==> src/rtl/control_in_sampler_pkg.sv <==
// control_in_sampler_pkg
// Shared types and helpers for the control_in capture block.
//   smp_mode_e   : trigger mode selector encoding
//   ctl_rec_t    : record layout at the default widths (IW=16, FW=3, SEQ_W=8)
//   rec_width()  : record width for arbitrary IW/FW/SEQ_W
//   sat_inc()    : saturating increment for counters up to 32 bits wide
package control_in_sampler_pkg;

    typedef enum logic [1:0] {
        SMP_ALL        = 2'd0,  // capture every enabled cycle
        SMP_CHANGE     = 2'd1,  // capture when the bus payload changes
        SMP_INSTR_RISE = 2'd2,  // capture on complete_instr rising edge
        SMP_COMPLETE   = 2'd3   // capture while complete_instr|complete_data
    } smp_mode_e;

    localparam int IW_DEF    = 16;
    localparam int FW_DEF    = 3;
    localparam int SEQ_W_DEF = 8;

    // Head record, MSB first; the top builds the same concatenation for any widths.
    typedef struct packed {
        logic [SEQ_W_DEF-1:0] seq;
        logic [IW_DEF-1:0]    ir;
        logic [FW_DEF-1:0]    psr;
        logic [IW_DEF-1:0]    ir_exec;
        logic [IW_DEF-1:0]    imem_dout;
        logic [FW_DEF-1:0]    nzp;
        logic                 complete_data;
        logic                 complete_instr;
    } ctl_rec_t;

    localparam int REC_W_DEF = $bits(ctl_rec_t);

    function automatic int rec_width(input int iw, input int fw, input int seq_w);
        return seq_w + 3 * iw + 2 * fw + 2;
    endfunction

    // Increments value, holding at the all-ones pattern of the given width.
    function automatic logic [31:0] sat_inc(input logic [31:0] value, input int width);
        logic [31:0] max_val;
        max_val = (width >= 32) ? 32'hFFFF_FFFF : ((32'd1 << width) - 32'd1);
        return (value >= max_val) ? max_val : value + 32'd1;
    endfunction

endpackage

==> src/rtl/control_in_fifo.sv <==
// control_in_fifo
// Synchronous first-word-fall-through FIFO.
//   clk      : clock, rising edge
//   srst     : synchronous active-high reset, empties the FIFO
//   push     : write request; ignored when full unless a pop happens the same cycle
//   wr_data  : data to write
//   pop      : read request; ignored when empty
//   rd_valid : FIFO non-empty
//   rd_data  : head entry (zero while empty)
//   fill     : number of valid entries, 0..DEPTH
module control_in_fifo #(
    parameter  int DEPTH = 8,
    parameter  int WIDTH = 8,
    localparam int AW    = $clog2(DEPTH),
    localparam int CW    = AW + 1
) (
    input  logic             clk,
    input  logic             srst,
    input  logic             push,
    input  logic [WIDTH-1:0] wr_data,
    input  logic             pop,
    output logic             rd_valid,
    output logic [WIDTH-1:0] rd_data,
    output logic [CW-1:0]    fill
);

    logic [WIDTH-1:0] mem [DEPTH];
    logic [AW-1:0]    wr_ptr_reg;
    logic [AW-1:0]    rd_ptr_reg;
    logic [CW-1:0]    count_reg;
    logic             not_empty;
    logic             do_pop;
    logic             do_push;

    assign not_empty = (count_reg != '0);
    assign do_pop    = pop && not_empty;
    // A full FIFO still accepts a write when the head leaves in the same cycle.
    assign do_push   = push && ((count_reg != CW'(DEPTH)) || do_pop);

    always_ff @(posedge clk) begin
        if (srst) begin
            wr_ptr_reg <= '0;
            rd_ptr_reg <= '0;
            count_reg  <= '0;
        end else begin
            // DEPTH is a power of two, so pointers wrap naturally.
            if (do_push) wr_ptr_reg <= wr_ptr_reg + AW'(1);
            if (do_pop)  rd_ptr_reg <= rd_ptr_reg + AW'(1);
            case ({do_push, do_pop})
                2'b10:   count_reg <= count_reg + CW'(1);
                2'b01:   count_reg <= count_reg - CW'(1);
                default: count_reg <= count_reg;
            endcase
        end
    end

    // Storage carries no reset; stale entries are never visible because
    // the head is masked while empty.
    always_ff @(posedge clk) begin
        if (do_push) mem[wr_ptr_reg] <= wr_data;
    end

    assign rd_valid = not_empty;
    assign rd_data  = not_empty ? mem[rd_ptr_reg] : '0;
    assign fill     = count_reg;

endmodule

==> src/rtl/control_in_sampler.sv <==
// control_in_sampler
// Captures the LC3 control_in bus under a selectable trigger, tags each
// record with a wrapping sequence number and buffers it in a FWFT FIFO.
//   clock, reset         : clock and synchronous active-high reset
//   complete_data .. NZP : sampled bus signals
//   enable               : 0 suppresses all triggers
//   mode                 : trigger mode (see smp_mode_e)
//   out_ready            : consumer takes the head record
//   clear_stats          : clears drop_cnt and overflow (wins over a drop)
//   out_valid/out_data   : head record {seq, IR, psr, IR_Exec, IMem_dout, NZP, cd, ci}
//   fill                 : FIFO occupancy
//   drop_cnt             : saturating count of records lost to a full FIFO
//   overflow             : sticky drop indicator
module control_in_sampler
    import control_in_sampler_pkg::*;
#(
    parameter  int IW     = 16,
    parameter  int FW     = 3,
    parameter  int DEPTH  = 8,
    parameter  int SEQ_W  = 8,
    parameter  int DROP_W = 16,
    localparam int REC_W  = rec_width(IW, FW, SEQ_W),
    localparam int PAY_W  = REC_W - SEQ_W,
    localparam int FILL_W = $clog2(DEPTH) + 1
) (
    input  logic              clock,
    input  logic              reset,
    input  logic              complete_data,
    input  logic              complete_instr,
    input  logic [IW-1:0]     IR,
    input  logic [FW-1:0]     psr,
    input  logic [IW-1:0]     IR_Exec,
    input  logic [IW-1:0]     IMem_dout,
    input  logic [FW-1:0]     NZP,
    input  logic              enable,
    input  logic [1:0]        mode,
    input  logic              out_ready,
    input  logic              clear_stats,
    output logic              out_valid,
    output logic [REC_W-1:0]  out_data,
    output logic [FILL_W-1:0] fill,
    output logic [DROP_W-1:0] drop_cnt,
    output logic              overflow
);

    smp_mode_e         mode_e;
    logic [PAY_W-1:0]  payload;
    logic [SEQ_W-1:0]  seq_reg;
    logic [PAY_W-1:0]  last_reg;
    logic              first_flag_reg;
    logic              prev_ci_reg;
    logic [DROP_W-1:0] drop_cnt_reg;
    logic [DROP_W-1:0] drop_cnt_next;
    logic              overflow_reg;
    logic              trigger;
    logic              pop;
    logic              fifo_full;
    logic              drop;

    assign mode_e  = smp_mode_e'(mode);
    assign payload = {IR, psr, IR_Exec, IMem_dout, NZP, complete_data, complete_instr};

    always_comb begin
        trigger = 1'b0;
        if (enable) begin
            case (mode_e)
                SMP_ALL:        trigger = 1'b1;
                SMP_CHANGE:     trigger = first_flag_reg || (payload != last_reg);
                SMP_INSTR_RISE: trigger = complete_instr && !prev_ci_reg;
                SMP_COMPLETE:   trigger = complete_instr || complete_data;
                default:        trigger = 1'b0;
            endcase
        end
    end

    assign pop           = out_valid && out_ready;
    assign fifo_full     = (fill == FILL_W'(DEPTH));
    assign drop          = trigger && fifo_full && !pop;
    assign drop_cnt_next = DROP_W'(sat_inc(32'(drop_cnt_reg), DROP_W));

    always_ff @(posedge clock) begin
        if (reset) begin
            seq_reg        <= '0;
            last_reg       <= '0;
            first_flag_reg <= 1'b1;
            prev_ci_reg    <= 1'b0;
            drop_cnt_reg   <= '0;
            overflow_reg   <= 1'b0;
        end else begin
            // Edge history tracks the bus even while capture is disabled.
            prev_ci_reg <= complete_instr;
            // seq advances on dropped records too, leaving a visible gap.
            if (trigger) begin
                seq_reg        <= seq_reg + SEQ_W'(1);
                last_reg       <= payload;
                first_flag_reg <= 1'b0;
            end
            if (clear_stats) begin
                drop_cnt_reg <= '0;
                overflow_reg <= 1'b0;
            end else if (drop) begin
                drop_cnt_reg <= drop_cnt_next;
                overflow_reg <= 1'b1;
            end
        end
    end

    control_in_fifo #(
        .DEPTH (DEPTH),
        .WIDTH (REC_W)
    ) u_fifo (
        .clk      (clock),
        .srst     (reset),
        .push     (trigger),
        .wr_data  ({seq_reg, payload}),
        .pop      (pop),
        .rd_valid (out_valid),
        .rd_data  (out_data),
        .fill     (fill)
    );

    assign drop_cnt = drop_cnt_reg;
    assign overflow = overflow_reg;

endmodule
==> config.mk <==
export PLATFORM = sky130hd
export DESIGN_NAME = control_in_sampler
export DESIGN_NICKNAME = d
export VERILOG_FILES = /design/src/rtl/control_in_sampler_pkg.sv /design/src/rtl/control_in_fifo.sv /design/src/rtl/control_in_sampler.sv
export SDC_FILE = /design/constraint.sdc
export NUM_CORES = 1
export LEC_CHECK = 0
export CORE_MARGIN = 3
export CORE_UTILIZATION = 42
export DETAILED_ROUTE_END_ITERATION = 7
export PLACE_DENSITY = 0.62
export REMOVE_ABC_BUFFERS = 1
export SLEW_MARGIN = 0
export SYNTH_ARGS = -nofsm -noshare
export SYNTH_HDL_FRONTEND = slang
export SYNTH_SLANG_ARGS = --single-unit
==> constraint.sdc <==
create_clock -name clock -period 28.6 [get_ports clock]
set_input_delay 2.86 -clock clock [delete_from_list [all_inputs] [get_ports clock]]
set_output_delay 2.86 -clock clock [all_outputs]
set_load 0.005 [all_outputs]
==> flow_metrics.env <==
export IMPL_outcome="complete, no violations"
export IMPL_clkSinkCount=608
export IMPL_intPower_mw=1.750
export IMPL_synthToLayoutAreaGrowth_pct=18.87
export IMPL_timing_final_crit_share=0.2378
export IMPL_core_area_mm2=0.05563
export IMPL_syn_area_mm2=0.02382
export IMPL_hold_buffers=0
export IMPL_fin_nets=1601
export IMPL_finalHoldViolCount=0
export IMPL_die_y_um=244.1
export IMPL_hp_class="register to register"
export IMPL_synth_ff_type="edfxtp_1"
export IMPL_post_cts_buffers=0
export IMPL_r2r_cells=8
export IMPL_cts_tree="done"
export IMPL_power_density_mw_per_mm2=82.97
export IMPL_gr_total_overflow=0
export IMPL_maxSlewViolCount=0
export IMPL_first_global_vias=13086
export IMPL_yosys_area_top_type="edfxtp_1"
export IMPL_htreeDepth=3
export IMPL_drtIter0Drc=943
export IMPL_comb_power_share=0.211
export IMPL_diodes=0
export IMPL_ioPinCount=149
export IMPL_drc=0
export IMPL_dpl_worst_slack_ns=21.78
export IMPL_syn_inst=1360
export IMPL_clockBufferDepth=3
export IMPL_fillers=4531
export IMPL_ys_ff_latch=608
export IMPL_syn_avg_cell_area_um2=17.51
export IMPL_fin_worst_skew_ns=0.02115
export IMPL_seqPwrFrac=0.439
export IMPL_grt_setup_unrepaired="false"
export IMPL_ant_nets=0
export IMPL_slew_headroom=0.2855
export IMPL_largest_register_ffs=512
export IMPL_drt_pass1_iter_count=5
export IMPL_track_usage=0.1778
export IMPL_place_gp_congestion=0.7756
export IMPL_netlist_area_leader_share=0.6455
export IMPL_setup_ws_ns=21.80
export IMPL_clk_latency_ns=0.59
export IMPL_ys_types=53
export IMPL_finalSetupViolCount=0
export IMPL_p_leak_nw=9.027
export IMPL_synth_async_reset_ratio=0
export IMPL_critPathKind="register to primary output"
export IMPL_crit_chain="buf_4 > mux4_2 > mux2i_1 > nor2_1 > clkdlybuf4s50_1"
export IMPL_drive_above_1_share=0.1700
export IMPL_drt_total_wl_mm=52.02
export IMPL_max_stage_delay_ns=1.06
export IMPL_die_area_mm2=0.05960
export IMPL_p_sw_frac=0.2552
export IMPL_via_per_inst=5.336
export IMPL_end_kind="primary output"
export IMPL_tns_ns=0
export IMPL_clk_pin_slew_ns=0.06
export IMPL_arrival_ns=3.94
export IMPL_worstMarginPinSlew_ns=1.072
export IMPL_dp_hpwl_mm=28.61
export IMPL_cts_made_buffers=66
export IMPL_synth_seq_area_share=0.7262
export IMPL_yosys_warnings=0
export IMPL_wire_per_inst_um=22.32
export IMPL_cp_max_fo=65
export IMPL_ys_top_cells_by_area="edfxtp_1 65%, mux4_2 12%, dfxtp_1 8.1%"
export IMPL_min_path_cells=2
export IMPL_grt_max_degree=91
export IMPL_power_switching_uw=599.4
export IMPL_cts_resized=0
export IMPL_synth_edf_count=512
export IMPL_fmax_mhz=147.0
export IMPL_min_period_ns=6.802
export IMPL_start_util=0.4281
export IMPL_clkPwrFrac=0.350
export IMPL_routed_via_count=12432
export IMPL_grt_first_pass_wirelength_mm=80.53
export IMPL_num_rows=86
export IMPL_startpoint_type="register"
export IMPL_antenna_found_initial=1
export IMPL_cp_required_ns=25.74
export IMPL_die_x_um=244.1
export IMPL_maxCapViolCount=0
export IMPL_port_buffer_count=148
export IMPL_ir_drop_mv=0.06963
export IMPL_cts_root_buf="clkbuf_16"
export IMPL_crit_path_top_delay_cell="dfxtp_4"
[power groups by stage]
| stage | registers (mW) | clock network [mW] | logic (mW) |
|---|---|---|---|
| 5_1_grt | 1.04 | 0.881 | 0.543 |
| 3_5_place_dp | 1.05 | 0 | 0.511 |
| 3_3_place_gp | 1.05 | 0 | 0.510 |
| 6_report | 1.03 | 0.821 | 0.496 |
| 4_1_cts | 1.03 | 0.842 | 0.513 |
| 2_1_floorplan | 1.07 | 0 | 0.277 |
[Yosys cell counts (2+ instances only)]
library cell,n
nand4_1,7
edfxtp_1,512
nor3b_1,3
o21ai_0,6
mux2i_1,67
mux4_2,128
a311oi_1,4
nand3b_1,2
nor2_1,89
nand2_1,135
buf_4,5
nor3_1,14
nand3_1,7
nor4b_1,2
dfxtp_1,96
a21oi_1,69
mux2_2,2
ha_1,6
buf_1,18
clkbuf_1,39
buf_2,6
a31oi_1,4
and2_1,3
or3_1,3
a211oi_1,7
nor4_1,18
xor2_1,58
inv_1,8
a41oi_1,2
and3_1,5
nor4_2,2
nor2b_1,6
xnor2_1,7
[worst max-delay path: cells and delay by family (launching register included)]
kind                   cells  cell delay, ns
buffers and inverters      2            1.45
AND/OR/NAND/NOR            1            0.08
flip-flops                 1            1.06
multiplexers               2            0.74
[per-stage QoR]
step                      hold WS (ns)  power [mW]  std cells    util  cell area, µm²
after floorplan                 0.4229       1.345       1291       -           23530
after global placement          0.4305       1.559       2211  0.4711           26210
after detailed placement        0.4386       1.563       2211  0.4711           26210
after CTS                       0.4463       2.390       2330  0.5089           28310
after global routing            0.4750       2.462       2330  0.5089           28310
final                           0.4479       2.349       2330  0.5089           28310
[cell type report]
cell class              instances  area (µm²)  area share
repair buffers                172        1669     0.05895
flip-flops and latches        608       17310      0.6113
well taps                     748       935.9     0.03306
multi-input cells             674        6257      0.2210
inverters                       9       35.03    0.001237
clock buffers                  92        1893     0.06686
clock inverters                27       214.0    0.007557
[per-layer routing]
layer	wire (µm)	vias up	GRT usage
met5	13	-	0
met4	806	2	0.04612
met3	2713	68	0.03860
met2	25760	278	0.2941
met1	22720	6448	0.2406
li1	-	5636	-
[final timing paths]
check                                                 start                          end  slack, ns
worst min-delay path            first_flag_reg$_SDFFE_PP1P_  first_flag_reg$_SDFFE_PP1P_       0.45
worst min register to register  first_flag_reg$_SDFFE_PP1P_  first_flag_reg$_SDFFE_PP1P_       0.45
worst max register to register     last_reg[1]$_SDFFE_PP0P_  u_fifo.mem[7][54]$_DFFE_PP_      25.00
worst max-delay path                               register                 out_data[60]      21.80
[logic make-up (layout without fill, tap and decap cells)]
| logic type | count (synthesis) | in the layout | share of synthesized area |
|---|---|---|---|
| DFF | 608 | 608 | 0.7262 |
| and+or+nand+nor | 304 | 304 | 0.05752 |
| buffers and inverters | 78 | 300 | 0.01376 |
| muxes | 198 | 198 | 0.1506 |
| AOI/OAI and AO/OA | 100 | 100 | 0.02401 |
| adders and majority gates | 7 | 7 | 0.003992 |
| xor gates and xnor gates | 65 | 65 | 0.02390 |
[layout by cell type, fill, tap and decap left out, types with 7 or more instances in the layout]
master	synthesis	layout
nor3_1	14	10
nor4_1	18	17
clkinv_1	0	12
clkbuf_1	39	15
inv_1	8	8
xnor2_1	7	7
clkbuf_16	0	69
edfxtp_1	512	512
clkinv_2	1	7
nor2_1	89	88
a21oi_1	69	69
mux2i_1	67	67
nand2_1	135	135
clkbuf_8	0	8
dfxtp_1	96	93
a211oi_1	7	7
xor2_1	58	58
nand3_1	7	7
nand4_1	7	7
mux4_2	128	128
clkdlybuf4s50_1	0	147
buf_4	5	23
Power figures use the tool's default switching activity.
